<file path="config.mk">
export PLATFORM = sky130hd
export DESIGN_NAME = al_accel_bpfeed
export DESIGN_NICKNAME = d
export VERILOG_FILES = /design/src/rtl/al_accel_bpfeed.sv
export SDC_FILE = /design/constraint.sdc
export NUM_CORES = 1
export LEC_CHECK = 0
export ABC_AREA = 1
export CORE_UTILIZATION = 54
export CTS_CLUSTER_DIAMETER = 120
export CTS_CLUSTER_SIZE = 20
export DETAILED_ROUTE_END_ITERATION = 10
export PLACE_DENSITY = 0.89
export SLEW_MARGIN = 10
export SYNTH_ARGS = -nofsm -noshare
export SYNTH_HDL_FRONTEND = slang
export SYNTH_SLANG_ARGS = --single-unit
</file>
<file path="constraint.sdc">
create_clock -name clk -period 3.1 [get_ports clk]
set_clock_uncertainty 0.2 [all_clocks]
set_input_delay 0.62 -clock clk [delete_from_list [all_inputs] [get_ports clk]]
set_output_delay 0.62 -clock clk [all_outputs]
set_load 0.005 [all_outputs]
</file>
<file path="src/rtl/al_accel_bpfeed.sv">
// Bypass-buffer feeder: a small word FIFO in front of the accelerator bpbuf.
// Loads one word into bpbuf, holds it until the datapath consumes it, then loads the next.
module al_accel_bpfeed #(
    parameter int DEPTH = 4,
    parameter int WIDTH = 32,
    localparam int AW   = $clog2(DEPTH)
) (
    input  logic             clk,
    input  logic             reset,
    input  logic             flush,
    input  logic             s_valid,
    output logic             s_ready,
    input  logic [WIDTH-1:0] s_data,
    input  logic             s_last,
    input  logic             consume,
    output logic [WIDTH-1:0] bpbuf_di,
    output logic             bpbuf_ld_wrn,
    output logic             bpbuf_enb,
    output logic             held,
    output logic             frame_done,
    output logic [AW:0]      count
);

    localparam logic [AW:0] FULL = (AW+1)'(DEPTH);

    typedef enum logic [1:0] {IDLE, LOAD, HOLD} state_t;

    state_t          state_q, state_d;
    logic [AW-1:0]   wr_ptr_q, wr_ptr_d;
    logic [AW-1:0]   rd_ptr_q, rd_ptr_d;
    logic [AW:0]     count_q, count_d;
    logic            last_held_q, last_held_d;
    logic [WIDTH:0]  mem_q [DEPTH];
    logic [WIDTH:0]  head;
    logic            push, pop;

    assign head    = mem_q[rd_ptr_q];
    assign s_ready = !reset && !flush && (count_q < FULL);
    assign push    = s_valid && s_ready;
    assign pop     = (state_q == LOAD) && !flush;

    assign count        = count_q;
    assign bpbuf_di     = (count_q != '0) ? head[WIDTH-1:0] : '0;
    assign held         = (state_q == HOLD);
    assign bpbuf_enb    = pop;
    assign bpbuf_ld_wrn = pop;
    assign frame_done   = (state_q == HOLD) && consume && last_held_q && !flush;

    // Storage has no reset; occupancy and pointers define what is valid.
    always_ff @(posedge clk) begin
        if (push) mem_q[wr_ptr_q] <= {s_last, s_data};
    end

    always_comb begin
        wr_ptr_d    = wr_ptr_q;
        rd_ptr_d    = rd_ptr_q;
        count_d     = count_q;
        last_held_d = last_held_q;
        if (flush) begin
            wr_ptr_d    = '0;
            rd_ptr_d    = '0;
            count_d     = '0;
            last_held_d = 1'b0;
        end else begin
            if (push) wr_ptr_d = wr_ptr_q + 1'b1;
            if (pop) begin
                rd_ptr_d    = rd_ptr_q + 1'b1;
                last_held_d = head[WIDTH];
            end
            case ({push, pop})
                2'b10:   count_d = count_q + 1'b1;
                2'b01:   count_d = count_q - 1'b1;
                default: count_d = count_q;
            endcase
        end
    end

    // A word pushed into an empty FIFO starts loading on the same edge it lands.
    always_comb begin
        state_d = state_q;
        if (flush) begin
            state_d = IDLE;
        end else begin
            case (state_q)
                IDLE: if (count_q != '0 || push) state_d = LOAD;
                LOAD: state_d = HOLD;
                HOLD: if (consume) state_d = (count_q != '0 || push) ? LOAD : IDLE;
                default: state_d = IDLE;
            endcase
        end
    end

    always_ff @(posedge clk or posedge reset) begin
        if (reset) begin
            state_q     <= IDLE;
            wr_ptr_q    <= '0;
            rd_ptr_q    <= '0;
            count_q     <= '0;
            last_held_q <= 1'b0;
        end else begin
            state_q     <= state_d;
            wr_ptr_q    <= wr_ptr_d;
            rd_ptr_q    <= rd_ptr_d;
            count_q     <= count_d;
            last_held_q <= last_held_d;
        end
    end

endmodule

</file>
==> results of run 1 <==
## per-stage QoR
step / setup slack, ns / hold WS, ns / instances
after floorplan: 0.0936 / 0.260 / 469
final: 0.0539 / 0.282 / 708
after global placement: 0.275 / 0.323 / 674
after global routing: -0.0884 / 0.280 / 708
after CTS: -0.0237 / 0.281 / 709
after detailed placement: 0.280 / 0.352 / 674
## critical path, delay by kind of cell, from the launching register on
kind / cells / cell delay (ns)
buffers and inverters: 3 / 0.86
AO/OA/AOI/OAI: 2 / 0.38
flip-flops: 1 / 0.47
## cells in the final DEF, fill, tap and decap left out, types with 2 or more instances in the layout
cell and instances:
a21oi_1 36, clkinv_4 3, clkinvlp_4 3, buf_4 15
o21ai_1 17, buf_6 2, inv_1 14, bufinv_16 2
ha_1 4, clkdlybuf4s50_1 65, clkbuf_16 16, dfrtp_1 8
dlymetal6s2s_1 9, nor2_4 5, buf_8 4, nand2_1 15
nand3_1 7, o21ai_0 53, edfxtp_1 132, dlygate4sd2_1 3
dfrtp_2 2, inv_2 2, nor2_1 136, inv_6 4
## per-layer routing
layer / vias to the layer above / global-route usage (%) / wire length [microns]
met5: - / 0 / 0
met4: 0 / 9.36 / 187
met3: 22 / 7.24 / 734
met2: 163 / 42.1 / 6700
met1: 1939 / 29.8 / 4960
li1: 1824 / - / -
## logic make-up (layout without fill, tap and decap cells)
logic type                 after synthesis  after routing  synth area share (%)
DFF                                    142            142                  73.4
buffers and inverters                   44            147                  3.88
AOI/OAI and AO/OA                      108            108                  9.52
adders and majority gates                5              5                  1.22
and+or+nand+nor                        169            169                  11.8
xor gates and xnor gates                 1              1                 0.153
## final cells by class
| type | count | area (sq um) |
|---|---|---|
| Tap cell | 136 | 170 |
| Clock inverter | 14 | 160 |
| Timing Repair Buffer | 99 | 1000 |
| Inverter | 17 | 66.3 |
| Multi-Input combinational cell | 283 | 1340 |
| Clock buffer | 17 | 414 |
| Fill cell | 685 | 2950 |
| Sequential cell | 142 | 4220 |
## sequential cells by signal (all words and copies together) (netlist names)
signal and cells:
last_held_q 1, wr_ptr_q 2, count 3, rd_ptr_q 2, mem_q 132, state_q 2
## path summary, 6_finish.rpt
check                                                to  slack, ns  cells past startpoint
worst max-delay path                       bpbuf_di[20]       0.05                      5
worst min-delay path            wr_ptr_q[0]$_DFFE_PP0P_       0.28                      2
worst max register to register     count[2]$_DFFE_PP0P_       0.99                     11
worst min register to register   state_q[0]$_DFFE_PP0P_       0.36                      3
max in group asynchronous       rd_ptr_q[1]$_DFFE_PP0P_       2.11                      2
min in group clk                 state_q[0]$_DFFE_PP0P_       0.36                      3
## report_power, final
part           leakage (nW)  internal, mW  switching [mW]  total, mW
logic                  1.18         0.208           0.251      0.460
registers              1.33          2.13          0.0191       2.15
clock network         0.274          1.16           0.801       1.96
total                  2.77          3.49            1.07       4.57
## repair_timing
action / CTS / global route
resized for setup: 11 / 13
pin swaps: 6 / 7
setup endpoints to repair: 29 / 28
setup buffers: 4 / 0
hold buffers: 0 / 0
cloned: 0 / 0
==> summary.md, run 1 <==
| Metric | Value |
|---|---|
| Status | finished, final reports clean |
| Vias per cell | 5.58 |
| MaxCap Viol Count | 0 |
| RSZ-0062 raised after global routing | yes |
| Clk_lat worst skew | 0.52 ns |
| Syn avg cell area | between 10 and 15 sq um |
| Sequential-to-total area share from yosys stat | 73.4% |
| Routed length per instance | 17.8 microns |
| Share of cells above drive strength 1 | a little under an eighth |
| HPWL reported at the end of detailed placement | between 7000 and 8000 microns |
| Initial Utilization | between 50% and 60% |
| Warnings, synthesis | 0 |
| Final design utilization | 71.4% |
| Synth area leader | edfxtp_1 |
| Tot GR Track Use | about 25% |
| Nets | about 600 |
| Syn Std Cell Area | 5740 sq um |
| R2r startpoint | count[2]$_DFFE_PP0P_ |
| Top_reg_cell synth | edfxtp_1 |
| Vias in the first global route | 4009 |
| Slowest-stage cell, CP | clkdlybuf4s50_1 |
| Final antenna-violating net count | 0 |
| Most common cell in the synthesized netlist | nor2_1 |
| Total number of vias | between 3000 and 4000 |
| P per Cell Area | 619 nW/um^2 |
| Placer Congestion | 0.737 |
| Mapped Cells | 469 |
| Synth top area share | 69.0% |
| Slew @ Worst Pin | approximately 0.40 ns |
| Syn Nets | a little over 500 |
| I/O Pins | 78 |
| Endpoints failing setup | 0 |
| Initial antenna violation count | 0 |
| Yosys reg bits | 142 |
| P_leak | approximately 2.8 nW |
| CP Class | reg2out |
| Die Ht | between 100 and 150 microns |
| Layout area overhead | 28.4% |
| Root Buffer | clkbuf_8 |
| Placed cell areas | 6720 sq um |
| Yosys cell types | 27 |
| Crit-path max cell delay | 0.55 ns |
| CTS Buffer Depth | 2 |
| Period Utilization, post-route | 98.3% |
| CP max FO | 28 |
| Endpoints failing hold | 0 |
| CP cell instances | inv_2 > buf_8 > o21ai_0 > a21oi_1 > clkdlybuf4s50_1 |
| Tot Pwr | between 4 and 5 mW |
| Initial DRC count | about 310 |
| Final WL | between 10000 and 15000 microns |
| CTS tree | done |
| Top cells by count, synth | 140 x nor2_1, 132 x edfxtp_1, 53 x o21ai_0 |
| Top cells by area, synth | edfxtp_1 69%, nor2_1 9.2%, o21ai_0 4.6%, dfrtp_1 4.4%, a21oi_1 3.1% |
| Worst hold path type | in2async |
| Largest net degree at the start of global routing | 40 |
| Critical Path RT | 2.28 ns |
| Final instance area | approximately 7400 sq um |
| Max-slew headroom | 73.4% |
| DIE AREA | 11000 sq um |
| Total negative setup slack | 0 ns |
| Crit path time final | 3.05 ns |
| Max H-tree Level | 4 |
| Final Max Slew Viols | 0 |
| Standard-cell rows | 37 |
| TritonRoute pass-1 iters | 5 |
| Number of synthesized flops with an enable pin | 132 |
| Port bufs | 77 |
| Core Region | 10300 sq um |
| Diodes inserted | 0 |
| VDD IR max | between 0.3 and 0.4 mV |
| Worst endpoint data arrival time | 2.23 ns |
| Critical Path Source | rd_ptr_q[0]$_DFFE_PP0P_ |
| Reg clk slew, reported paths | 0.06 ns |
| CTS Buf Count | 17 |
| Die width | about 110 microns |
| Worst setup SP type | register |
| Clock sinks | roughly 140 |
| Grt ovf | 0 |
| CP Capture Type | primary output |
| F_max | roughly 0.33 GHz |
| Synth async-reset ratio | about 7.0% |
| First-pass GRT wire length | about 20000 microns |
| Detailed-route DRC error count | 0 |
(Power assumes the default switching activity.)
==> run 2: changes to the inputs <==
Settings changed: CORE_UTILIZATION 54 to 44, PLACE_DENSITY 0.89 to 0.76.
==> summary.md, run 2 (synthesis gave the netlist of run 1 again) <==
| Metric | Value |
|---|---|
| Setup Slack @ Placement | about 0.3 ns |
| Placed Cells | 710 |
| CP max FO | 31 |
| Clk_lat worst skew | between 0.4 and 0.5 ns |
| CTS Buffer Depth | 2 |
| First-pass GRT wire length | 19500 microns |
| Max-slew headroom | 68.9% |
| Worst endpoint data arrival time | 2.21 ns |
| Worst hold path type | reg2reg |
| Placed cell areas | 6800 sq um |
| Most frequent cells in the layout | 136 x nor2_1, 132 x edfxtp_1, 77 x clkdlybuf4s50_1 |
| CP Capture Type | primary output |
| VDD IR max | roughly 0.27 mV |
| Initial DRC count | 246 |
| CP Class | reg2out |
| CTS tree | done |
| RSZ-0062 raised after global routing | yes |
| Vias per cell | 5.15 |
| Standard-cell rows | 41 |
| Period Utilization, post-route | 97.7% |
| Status | finished, final reports clean |
| Wl on met1 | approximately 5000 microns |
| Final instance area | 7410 sq um |
| Final WL | 12300 microns |
| MaxCap Viol Count | 0 |
| Diodes inserted | 0 |
| Tot GR Track Use | 20.0% |
| Reg clk slew, reported paths | 0.06 ns |
| Grt ovf | 0 |
| Share of cells above drive strength 1 | 11.1% |
| Nets | between 600 and 700 |
| Slew @ Worst Pin | ~0.47 ns |
| Die Ht | between 100 and 150 microns |
| Total number of vias | 3843 |
| Final design utilization | between 50 and 60% |
| HPWL reported at the end of detailed placement | 7110 microns |
| Largest net degree at the start of global routing | 34 |
| Max H-tree Level | 4 |
| Worst setup SP type | register |
| CTS Buf Count | 17 |
| FF-to-FF path depth | 11 |
| Detailed-route DRC error count | 0 |
| Endpoints failing hold | 0 |
| DIE AREA | about 14000 sq um |
| Final antenna-violating net count | 0 |
| Crit path time final | 3.03 ns |
| Final std cells w/o fill | 746 |
| Core Region | 12700 sq um |
| Metal3 WL | 562 microns |
| Final Max Slew Viols | 0 |
| Uppermost layer routed | met4 |
| Total negative setup slack | 0 ns |
| Clock sinks | 142 |
| Layout area overhead | 29.0% |
| Top reg by flops | mem_q |
| Port bufs | 77 |
| Critical Path RT | 2.28 ns |
| CTS Hold Buffers Added | 0 |
| TritonRoute pass-1 iters | 5 |
| P per Cell Area | 608 nW/um^2 |
| F_max | approximately 0.33 GHz |
| Initial Utilization | a little under half |
| Vias in the first global route | 3900 |
| Root Buffer | clkbuf_16 |
| Placer Congestion | 0.738 |
| I/O Pins | 78 |
| Fin worst setup slack | 0.0717 ns |
| Endpoints failing setup | 0 |
| P_leak | 2.61 nW |
| Initial antenna violation count | 0 |
| Hold Path Depth | 3 |
| Die width | roughly 120 microns |
| Max FFs per register | 132 |
| Routed length per instance | roughly 16 microns |
| Met2 wire length | 6500 microns |
| Most common cell after layout, fill and taps aside | nor2_1 |
[run 2: power breakdown]
part / leakage [nW] / internal, mW / switching (mW)
logic: 1.01 / 0.213 / 0.245
clock network: 0.269 / 1.17 / 0.725
registers: 1.33 / 2.13 / 0.0212
total: 2.61 / 3.51 / 0.992
[run 2: layer usage]
metal  GRT usage, %  vias to the layer above
li1               -                     1823
met2           34.0                      115
met3           4.98                       17
met5              0                        -
met1           23.8                     1888
met4           9.23                        0
[run 2: area by class of cell]
type	count	area, sq um
fill	1003	5270
sequential	142	4220
multi-input combinational	283	1340
timing repair buffer	100	1010
clock buffer	19	433
tap	172	215
clock inverter	13	124
inverter	17	66.3
[run 2: worst max-delay path: stages, from the launching register on]
cell and delay (ns):
dfrtp_4 0.56, inv_2 0.12, buf_8 0.20, o21ai_0 0.11, a21oi_1 0.25, clkdlybuf4s50_1 0.55
[run 2: metrics by stage]
step / hold WS, ns / power (mW)
global route: 0.369 / 4.68
floorplan: 0.260 / 2.40
global placement: 0.334 / 2.62
CTS: 0.345 / 4.53
finish: 0.346 / 4.50
detailed placement: 0.337 / 2.63
[run 2: worst paths after layout]
check	from	end	slack, ns
max in group asynchronous	reset	rd_ptr_q[0]$_DFFE_PP0P_	2.00
min in group asynchronous	reset	wr_ptr_q[1]$_DFFE_PP0P_	0.38
min	state_q[0]$_DFFE_PP0P_	state_q[0]$_DFFE_PP0P_	0.35
min reg2reg	state_q[0]$_DFFE_PP0P_	state_q[0]$_DFFE_PP0P_	0.35
max reg2reg	count[2]$_DFFE_PP0P_	count[2]$_DFFE_PP0P_	0.98
max	rd_ptr_q[0]$_DFFE_PP0P_	bpbuf_di[1]	0.07
[run 2: repair_timing]
action | CTS | global route
buffers inserted | 1 | 3
gates cloned | 0 | 0
endpoints found under the setup margin | 24 | 18
gates resized for setup | 2 | 4
pin swaps | 0 | 2
